--- config.mk ---
export PLATFORM = sky130hd
export DESIGN_NAME = mem_arbiter
export DESIGN_NICKNAME = d
export VERILOG_FILES = /design/src/rtl/mem_arbiter.sv
export SDC_FILE = /design/constraint.sdc
export NUM_CORES = 1
export LEC_CHECK = 0
export CORE_MARGIN = 2
export CORE_UTILIZATION = 46
export CTS_BUF_LIST = sky130_fd_sc_hd__clkbuf_4 sky130_fd_sc_hd__clkbuf_8
export CTS_CLUSTER_SIZE = 30
export DETAILED_ROUTE_END_ITERATION = 8
export HOLD_SLACK_MARGIN = 0.15
export PLACE_DENSITY = 0.8
export SLEW_MARGIN = 20
export SYNTH_ARGS = -nofsm -noshare
export SYNTH_HDL_FRONTEND = slang
export SYNTH_SLANG_ARGS = --single-unit
--- constraint.sdc ---
create_clock -name clk_in -period 3 [get_ports clk_in]
set_input_delay 0.6 -clock clk_in [delete_from_list [all_inputs] [get_ports clk_in]]
set_output_delay 0.6 -clock clk_in [all_outputs]
set_load 0.01 [all_outputs]
--- src/rtl/mem_arbiter.sv ---
// mem_arbiter: serialises instruction-fetch and load/store requests onto a
// byte-wide synchronous RAM with one cycle of read latency.
// Optional build macro: MEM_ARB_RR_EN selects round-robin arbitration on ties.
// Without it, the LSB side wins ties.
`timescale 1ns/1ps
module mem_arbiter (
  input  logic        clk_in,
  input  logic        rst_in,
  input  logic        rdy_in,
  // fetch side
  input  logic        if_req,
  input  logic [31:0] if_addr,
  output logic        if_ready,
  output logic [31:0] if_data,
  // load/store side
  input  logic        lsb_req,
  input  logic        lsb_wr,
  input  logic [1:0]  lsb_len,
  input  logic [31:0] lsb_addr,
  input  logic [31:0] lsb_wdata,
  output logic        lsb_ready,
  output logic [31:0] lsb_rdata,
  // control
  input  logic        clear,
  output logic        mem_busy,
  // RAM side
  input  logic [7:0]  mem_din,
  output logic [7:0]  mem_dout,
  output logic [31:0] mem_a,
  output logic        mem_wr
);

  typedef enum logic [1:0] {IDLE = 2'd0, FETCH = 2'd1, LOAD = 2'd2, STORE = 2'd3} state_t;

  state_t      state_q, state_d;
  logic [2:0]  cnt_q, cnt_d;          // byte index k within the transfer
  logic [2:0]  nbytes_q, nbytes_d;    // transfer length N in bytes
  logic [31:0] base_q, base_d;
  logic [31:0] wdata_q, wdata_d;
  logic [31:0] buf_q, buf_d;          // read assembly buffer
  logic        if_ready_q, if_ready_d;
  logic        lsb_ready_q, lsb_ready_d;
  logic [31:0] if_data_q, if_data_d;
  logic [31:0] lsb_rdata_q, lsb_rdata_d;
  // The RAM keeps running while rdy_in is low, so the byte that was on
  // mem_din when the pause began is parked here and used on resume.
  logic [7:0]  din_hold_q, din_hold_d;
  logic        paused_q, paused_d;
`ifdef MEM_ARB_RR_EN
  logic        last_lsb_q, last_lsb_d; // 1 = LSB won the most recent grant
`endif

  logic        grant_lsb;
  logic        grant_if;
  logic [7:0]  din_eff;
  logic [31:0] rd_word;
  logic [7:0]  wr_byte;
  logic [2:0]  len_bytes;

  assign din_eff = paused_q ? din_hold_q : mem_din;

  // Byte k-1 of the read result is taken from the RAM while cnt == k.
  for (genvar gi = 0; gi < 4; gi++) begin : g_lane
    assign rd_word[8*gi +: 8] = (cnt_q == 3'(gi + 1)) ? din_eff : buf_q[8*gi +: 8];
  end

  assign wr_byte = wdata_q[{cnt_q[1:0], 3'b000} +: 8];

  // Decode the LSB length code into a byte count.
  always_comb begin
    case (lsb_len)
      2'd0:    len_bytes = 3'd1;
      2'd1:    len_bytes = 3'd2;
      default: len_bytes = 3'd4;
    endcase
  end

  // Arbitration between the two requesters when the FSM is idle.
  always_comb begin
`ifdef MEM_ARB_RR_EN
    grant_lsb = lsb_req && (!if_req || !last_lsb_q);
`else
    grant_lsb = lsb_req;
`endif
    grant_if = if_req && !grant_lsb;
  end

  // Next-state logic: grant, byte sequencing, completion and flush.
  always_comb begin
    state_d     = state_q;
    cnt_d       = cnt_q;
    nbytes_d    = nbytes_q;
    base_d      = base_q;
    wdata_d     = wdata_q;
    buf_d       = buf_q;
    if_ready_d  = if_ready_q;
    lsb_ready_d = lsb_ready_q;
    if_data_d   = if_data_q;
    lsb_rdata_d = lsb_rdata_q;
`ifdef MEM_ARB_RR_EN
    last_lsb_d  = last_lsb_q;
`endif
    paused_d    = ~rdy_in;
    din_hold_d  = (!rdy_in && !paused_q) ? mem_din : din_hold_q;

    if (rdy_in) begin
      if_ready_d  = 1'b0;
      lsb_ready_d = 1'b0;
      case (state_q)
        IDLE: begin
          if (!clear && grant_lsb) begin
            state_d  = lsb_wr ? STORE : LOAD;
            base_d   = lsb_addr;
            wdata_d  = lsb_wr ? lsb_wdata : 32'h0;
            nbytes_d = len_bytes;
            cnt_d    = 3'd0;
            buf_d    = 32'h0;
`ifdef MEM_ARB_RR_EN
            last_lsb_d = 1'b1;
`endif
          end else if (!clear && grant_if) begin
            state_d  = FETCH;
            base_d   = if_addr;
            wdata_d  = 32'h0;
            nbytes_d = 3'd4;
            cnt_d    = 3'd0;
            buf_d    = 32'h0;
`ifdef MEM_ARB_RR_EN
            last_lsb_d = 1'b0;
`endif
          end
        end
        FETCH, LOAD: begin
          if (clear) begin
            state_d = IDLE;
            cnt_d   = 3'd0;
          end else begin
            buf_d = rd_word;
            if (cnt_q == nbytes_q) begin
              state_d = IDLE;
              cnt_d   = 3'd0;
              if (state_q == FETCH) begin
                if_ready_d = 1'b1;
                if_data_d  = rd_word;
              end else begin
                lsb_ready_d = 1'b1;
                lsb_rdata_d = rd_word;
              end
            end else begin
              cnt_d = cnt_q + 3'd1;
            end
          end
        end
        STORE: begin
          // Committed stores run to completion even across a flush.
          if (cnt_q == nbytes_q - 3'd1) begin
            state_d     = IDLE;
            cnt_d       = 3'd0;
            lsb_ready_d = 1'b1;
          end else begin
            cnt_d = cnt_q + 3'd1;
          end
        end
        default: state_d = IDLE;
      endcase
    end
  end

  // State register with synchronous reset taking priority over everything.
  always_ff @(posedge clk_in) begin
    if (rst_in) begin
      state_q     <= IDLE;
      cnt_q       <= 3'd0;
      nbytes_q    <= 3'd0;
      base_q      <= 32'h0;
      wdata_q     <= 32'h0;
      buf_q       <= 32'h0;
      if_ready_q  <= 1'b0;
      lsb_ready_q <= 1'b0;
      if_data_q   <= 32'h0;
      lsb_rdata_q <= 32'h0;
      din_hold_q  <= 8'h0;
      paused_q    <= 1'b0;
`ifdef MEM_ARB_RR_EN
      last_lsb_q  <= 1'b0;
`endif
    end else begin
      state_q     <= state_d;
      cnt_q       <= cnt_d;
      nbytes_q    <= nbytes_d;
      base_q      <= base_d;
      wdata_q     <= wdata_d;
      buf_q       <= buf_d;
      if_ready_q  <= if_ready_d;
      lsb_ready_q <= lsb_ready_d;
      if_data_q   <= if_data_d;
      lsb_rdata_q <= lsb_rdata_d;
      din_hold_q  <= din_hold_d;
      paused_q    <= paused_d;
`ifdef MEM_ARB_RR_EN
      last_lsb_q  <= last_lsb_d;
`endif
    end
  end

  // RAM drive: address only during byte cycles, write data only for stores,
  // and never a write strobe while paused.
  always_comb begin
    mem_a    = 32'h0;
    mem_dout = 8'h0;
    mem_wr   = 1'b0;
    if (state_q != IDLE && cnt_q < nbytes_q) begin
      mem_a = base_q + {29'd0, cnt_q};
    end
    if (state_q == STORE) begin
      mem_dout = wr_byte;
      mem_wr   = rdy_in;
    end
  end

  assign if_ready  = if_ready_q;
  assign lsb_ready = lsb_ready_q;
  assign if_data   = if_data_q;
  assign lsb_rdata = lsb_rdata_q;
  assign mem_busy  = (state_q != IDLE) || if_ready_q || lsb_ready_q;

endmodule

==> flow_summary.json, run 1 <==
{
  "powerDensity_mw_per_mm2": 395,
  "syn_inst": 1057,
  "totalWireLength_um": 26300,
  "outcome": "complete, but fails checks",
  "yosysTopAreaCellShare_pct": 42.0,
  "finClkSkew_ns": 0.0160,
  "ioPinCount": 221,
  "p_sw_mw": 1.39,
  "cts_tree": "yes",
  "start_util_pct": 47.2,
  "die_h_um": 140,
  "grt_usage_pct": 26.2,
  "worst_slew_pin_slew_ns": 0.713,
  "synth_edf_count": 0,
  "synth.avg_cell_area_um2": 8.07,
  "drt-pass1-iter-count": 5,
  "crit_path_max_incr_delay_ns": 0.50,
  "grt_pass1_vias": 8236,
  "end_kind": "output port",
  "worstReg2RegStart": "cnt_q[0]",
  "htreeDepth": 4,
  "wl_per_cell_um": 17.1,
  "finalInstanceArea_mm2": 0.0121,
  "post-synth-top-count-cell": "nand2_1",
  "netlist_area_mm2": 0.00853,
  "grt_max_degree": 67,
  "sw_frac_of_total_pct": 29.2,
  "min-delay-start": "if_data[19]",
  "root_buffer": "clkbuf_8",
  "ir_drop_mv": 0.296,
  "core_area_mm2": 0.0181,
  "yosysWarnings": 0,
  "max_cap_viol_count": 0,
  "portBuffers": 220,
  "setup_viol": 12,
  "reg2reg_setup_slack_ns": 0.70,
  "die_w_um": 140,
  "cts_buffers": 17,
  "grt_pass1_wl_um": 41800,
  "period_minus_slack_ns": 3.22,
  "final_antenna_net_count": 0,
  "ys_types": 49,
  "clk_latency_ns": 0.48,
  "cp.required_ns": 2.40,
  "worstPathCellList": "ha_4 > inv_2 > fa_2 > nor2b_4 > o2111ai_4 > buf_12 > or4_4 > a21oi_2 > buf_2",
  "power_frac_seq_pct": 51.7,
  "relSlewSlack_pct": 52.4,
  "p_clk_share_pct": 34.9,
  "final_max_slew_viol_count": 0,
  "synthFlopType": "dfxtp_1",
  "gp_congestion": 0.873,
  "clkTransAtPathRegs_ns": 0.10,
  "crit_buf_inv": 3,
  "crit_family": "simple AND/OR/NAND/NOR gates",
  "vias_per_cell": 5.65,
  "crit_type": "flop to output port",
  "rows": 49,
  "critPathMaxFanout": 7,
  "violations": "setup timing",
  "yosysTopAreaCell": "dfxtp_1",
  "r2r_end": "cnt_q[0]",
  "num_vias": 8704,
  "cp_slowest_cell": "or4_4",
  "p_leak_nw": 4.35,
  "synth_area_leaders": "dfxtp_1, nand2_1, a21oi_1",
  "clk_path_buf_depth": 2,
  "drc_errors": 0,
  "die_area_mm2": 0.0197,
  "period_share_pct": 107,
  "hold_class": "flop to flop",
  "grt_setup_unrepaired": "true",
  "drtIter0Drc": 587,
  "worstSetupStartpointType": "flop",
  "nets": 1428,
  "synth.net_count": 1187,
  "gr-total-overflow": 0,
  "cts_sinks": 179,
  "p_int_mw": 3.37,
  "place_area_mm2": 0.0112,
  "fmax_mhz": 311,
  "yosysSeqAreaShare_pct": 42.0,
  "dp_hpwl_um": 17200,
  "antenna_found_initial": 0,
  "p_comb_share_pct": 13.4,
  "syn_to_final_growth_pct": 41.3,
  "yosys-top-cells-count": "nand2_1, dfxtp_1, a21oi_1, nor2_1, clkbuf_1",
  "crit_arrival_ns": 2.62,
  "hold_depth": 2,
  "p_total_mw": 4.77,
  "hold_violations": 0,
  "hold_path_end": "if_data[19]",
  "rr_worst_depth": 7,
  "synthArstFlopShare_pct": 0,
  "drive_gt1_share_pct": 19.0,
  "antenna_cells": 0,
  "synth_seq_cells": 179,
  "setup_ws_ns": -0.216
}
layout make-up:
type,instances,area (um2)
fill,1451,6030
multi-input combinational,774,4830
sequential,179,3600
timing repair buffer,306,2850
tap,229,287
clock buffer,18,248
clock inverter,14,166
inverter,20,75.1
power groups by stage:
stage | Sequential [mW] | Clock, mW | Combinational (mW)
4_1_cts | 2.46 | 1.69 | 0.620
6_report | 2.47 | 1.66 | 0.637
5_1_grt | 2.47 | 1.79 | 0.690
3_5_place_dp | 2.52 | 0 | 0.591
3_3_place_gp | 2.51 | 0 | 0.589
2_1_floorplan | 2.51 | 0 | 0.296
routing by layer:
layer | wire [um] | track usage, % | share of wire [%] | up-vias
met5 | 0 | 0 | 0 | -
met4 | 620 | 9.04 | 2.4 | 0
met3 | 2240 | 6.63 | 8.5 | 53
met2 | 12500 | 43.2 | 47 | 361
met1 | 11000 | 33.5 | 42 | 4099
li1 | - | - | - | 4191
per-stage QoR:
| stage | hold WS, ns | std cells | setup slack, ns | setup TNS, ns | util, % |
|---|---|---|---|---|---|
| after floorplan | 0.429 | 1057 | 0.00526 | 0 | - |
| after global placement | 0.437 | 1474 | -0.183 | -1.50 | 61.7 |
| after detailed placement | 0.445 | 1474 | -0.246 | -2.12 | 61.7 |
| after CTS | 0.458 | 1536 | -0.285 | -3.21 | 66.2 |
| after global routing | 0.476 | 1540 | -0.323 | -3.66 | 66.7 |
| final | 0.458 | 1540 | -0.216 | -1.97 | 66.7 |
worst max path at each step:
stage                   start   endpoint  cells after the start
finish              base_q[0]  mem_a[20]                      9
global route        base_q[0]  mem_a[20]                      9
CTS                 base_q[0]  mem_a[20]                      9
detailed placement   cnt_q[0]  mem_a[28]                      9
global placement     cnt_q[0]  mem_a[26]                      9
floorplan            cnt_q[1]  mem_a[22]                      8
sequential cells by signal, indices dropped and copies added, names as in the netlist:
| signal | flops |
|---|---|
| buf_q | 32 |
| state_q | 2 |
| cnt_q | 3 |
| din_hold_q | 8 |
| paused_q | 1 |
| wdata_q | 32 |
| nbytes_q | 3 |
| if_ready | 1 |
| lsb_ready | 1 |
| lsb_rdata | 32 |
| base_q | 32 |
| if_data | 32 |
worst reg2reg max path: stages (launching register included):
cell	delay [ns]
dfxtp_2	0.37
buf_6	0.21
inv_1	0.12
ha_1	0.35
o31ai_1	0.49
a2111oi_1	0.21
buf_4	0.19
mux2_2	0.25
repair_timing:
| item | 4_1_cts | 5_1_grt |
|---|---|---|
| setup buffers | 27 | 5 |
| setup endpoints to repair | 32 | 32 |
| resized for setup | 132 | 41 |
| gates cloned | 3 | 0 |
| pin swaps | 23 | 7 |
| hold buffers | 0 | 0 |
cells in the final DEF (no fill, tap or decap), types with 6 or more instances in the layout:
cell,count
nand2_1,244
clkdlybuf4s50_1,188
dfxtp_1,166
a21oi_1,115
nor2_1,80
buf_4,71
nand3_1,53
mux2_2,41
a22oi_1,33
a311oi_1,32
inv_1,19
buf_2,19
clkbuf_8,18
o21ai_0,16
ha_1,13
and2_1,11
dfxtp_2,11
buf_6,11
a21oi_2,8
o31ai_1,8
mux4_2,8
nand3b_1,7
or4_1,7
mux2i_1,7
and4_1,6
cells by family (layout without fill, tap and decap cells):
family                     count (synthesis)  in the layout  share of synthesized area, %
and+or+nand+nor                          452            453                          23.5
AOI/OAI and AO/OA                        238            238                          17.6
DFF                                      179            179                          42.0
buffers and inverters                    105            358                          4.78
muxes                                     56             56                          8.34
adders and majority gates                 17             17                          2.58
xor gates and xnor gates                  10             10                          1.20
Power figures use the tool's default switching activity.
==> run 2, diff against run 1 <==
- ABC_CLOCK_PERIOD_IN_PS: not set -> 3000
==> results of run 2 <==
Final layout, timing and power as in run 1 (identical DEF).
==> run 3, diff against run 2 <==
- ABC_AREA: not set -> 0
- MAX_ROUTING_LAYER: not set -> met4
==> flow_summary.json, run 3 (synthesis gave the netlist of run 1 again) <==
{
  "hold_class": "flop to flop",
  "clk_latency_ns": 0.48,
  "instances_no_fill": 1540,
  "violations": "setup timing",
  "finalInstanceArea_mm2": 0.0121,
  "core_area_mm2": 0.0181,
  "final_antenna_net_count": 0,
  "die_h_um": 140,
  "dp_hpwl_um": 17200,
  "multi_input_area_mm2": 0.00483,
  "grt_pass1_vias": 8237,
  "crit_arrival_ns": 2.61,
  "die_area_mm2": 0.0197,
  "r2r_end": "cnt_q[0]",
  "relSlewSlack_pct": 52.2,
  "rr_worst_depth": 7,
  "worstSetupStartpointType": "flop",
  "min-delay-start": "if_data[19]",
  "powerDensity_mw_per_mm2": 396,
  "clk_path_buf_depth": 2,
  "period_share_pct": 107,
  "die_w_um": 140,
  "finClkSkew_ns": 0.0210,
  "place_area_mm2": 0.0112,
  "reg2reg_setup_slack_ns": 0.70,
  "end_kind": "output port",
  "syn_to_final_growth_pct": 41.3,
  "final_util_pct": 66.7,
  "drc_errors": 0,
  "nets": 1428,
  "placedCellCount": 1474,
  "cts_tree": "yes",
  "grt_setup_unrepaired": "true",
  "crit_buf_inv": 3,
  "fillCellCount": 1450,
  "grt_max_degree": 67,
  "setup_viol": 12,
  "drive_gt1_share_pct": 19.0,
  "mostFrequentLayoutCells": "nand2_1, clkdlybuf4s50_1, dfxtp_1",
  "hold_slack_ns": 0.458,
  "max_cap_viol_count": 0,
  "worst_slew_pin_slew_ns": 0.718,
  "totalWireLength_um": 26300,
  "crit_family": "simple AND/OR/NAND/NOR gates",
  "cts_sinks": 179,
  "crit_path_max_incr_delay_ns": 0.50,
  "regArea_mm2": 0.00360,
  "htreeDepth": 4,
  "critPathMaxFanout": 7,
  "root_buffer": "clkbuf_8",
  "worstReg2RegStart": "cnt_q[0]",
  "num_vias": 8614,
  "hold_path_end": "if_data[19]",
  "cp_slowest_cell": "or4_4",
  "drt-pass1-iter-count": 5,
  "p_leak_nw": 4.35,
  "grt_pass1_wl_um": 41800,
  "outcome": "complete, but fails checks",
  "cts_buffers": 17,
  "crit_type": "flop to output port",
  "clkTransAtPathRegs_ns": 0.10,
  "setup_ws_ns": -0.215,
  "final_max_slew_viol_count": 0,
  "vias_per_cell": 5.59,
  "drtIter0Drc": 661,
  "gp_congestion": 0.888,
  "final_common_cell": "nand2_1",
  "fmax_mhz": 311,
  "grt_usage_pct": 27.0,
  "gr-total-overflow": 0,
  "worstPathCellList": "ha_4 > inv_2 > fa_2 > nor2b_4 > o2111ai_4 > buf_12 > or4_4 > a21oi_2 > buf_2",
  "period_minus_slack_ns": 3.21,
  "antenna_cells": 0,
  "cp.required_ns": 2.40,
  "wl_per_cell_um": 17.1,
  "ir_drop_mv": 0.290,
  "hold_violations": 0,
  "portBuffers": 220,
  "rows": 49,
  "start_util_pct": 47.2,
  "antenna_found_initial": 0,
  "ioPinCount": 221,
  "hold_depth": 2
}
run 3: cell counts in the layout (fill, tap and decap cells not counted):
Identical to the previous run, type by type.
run 3: repair_timing:
item | in CTS | in global routing
pin swaps | 23 | 8
resized for setup | 132 | 41
buffers inserted | 27 | 5
cloned | 3 | 0
hold buffers | 0 | 0
endpoints found under the setup margin | 32 | 32
run 3: cell type report:
type / count / share of cell area [%]
clock buffer: 18 / 2.05
clock inverter: 14 / 1.38
inverter: 20 / 0.622
multi-input combinational: 774 / 40.0
sequential: 179 / 29.9
tap: 229 / 2.38
timing repair buffer: 306 / 23.6
run 3: metrics by stage:
step                total power, mW  worst slack (ns)  TNS, ns
floorplan                      2.81           0.00526        0
global placement               3.10            -0.183    -1.50
detailed placement             3.11            -0.246    -2.12
CTS                            4.78            -0.285    -3.21
global route                   4.95            -0.322    -3.70
finish                         4.77            -0.215    -1.95
run 3: worst max path at each step:
stage                          from         to  slack, ns  depth (start not counted)
after floorplan            cnt_q[1]  mem_a[22]      0.005                          8
after global placement     cnt_q[0]  mem_a[26]      -0.18                          9
after detailed placement   cnt_q[0]  mem_a[28]      -0.25                          9
after CTS                 base_q[0]  mem_a[20]      -0.28                          9
after global routing      base_q[0]  mem_a[20]      -0.32                          9
final                     base_q[0]  mem_a[20]      -0.21                          9
run 3: worst register-to-register path: stages, from the launching register on:
cell and delay (ns):
dfxtp_2 0.37, buf_6 0.21, inv_1 0.12, ha_1 0.35, o31ai_1 0.49, a2111oi_1 0.21
buf_4 0.19, mux2_2 0.25
run 3: power by group:
group / switching (mW) / internal, mW / total, mW
Clock: 1.01 / 0.656 / 1.67
Combinational: 0.342 / 0.295 / 0.637
Sequential: 0.0428 / 2.42 / 2.47
run 3: per-layer routing:
layer  wire (um)  share of wire (%)  vias up  GRT usage (%)
li1            -                  -     4188              -
met1       11100                 42     4027           33.9
met2       12400                 47      348           43.0
met3        2190                8.3       51           6.09
met4         584                2.2        0           9.20
met5           0                  0        -              -
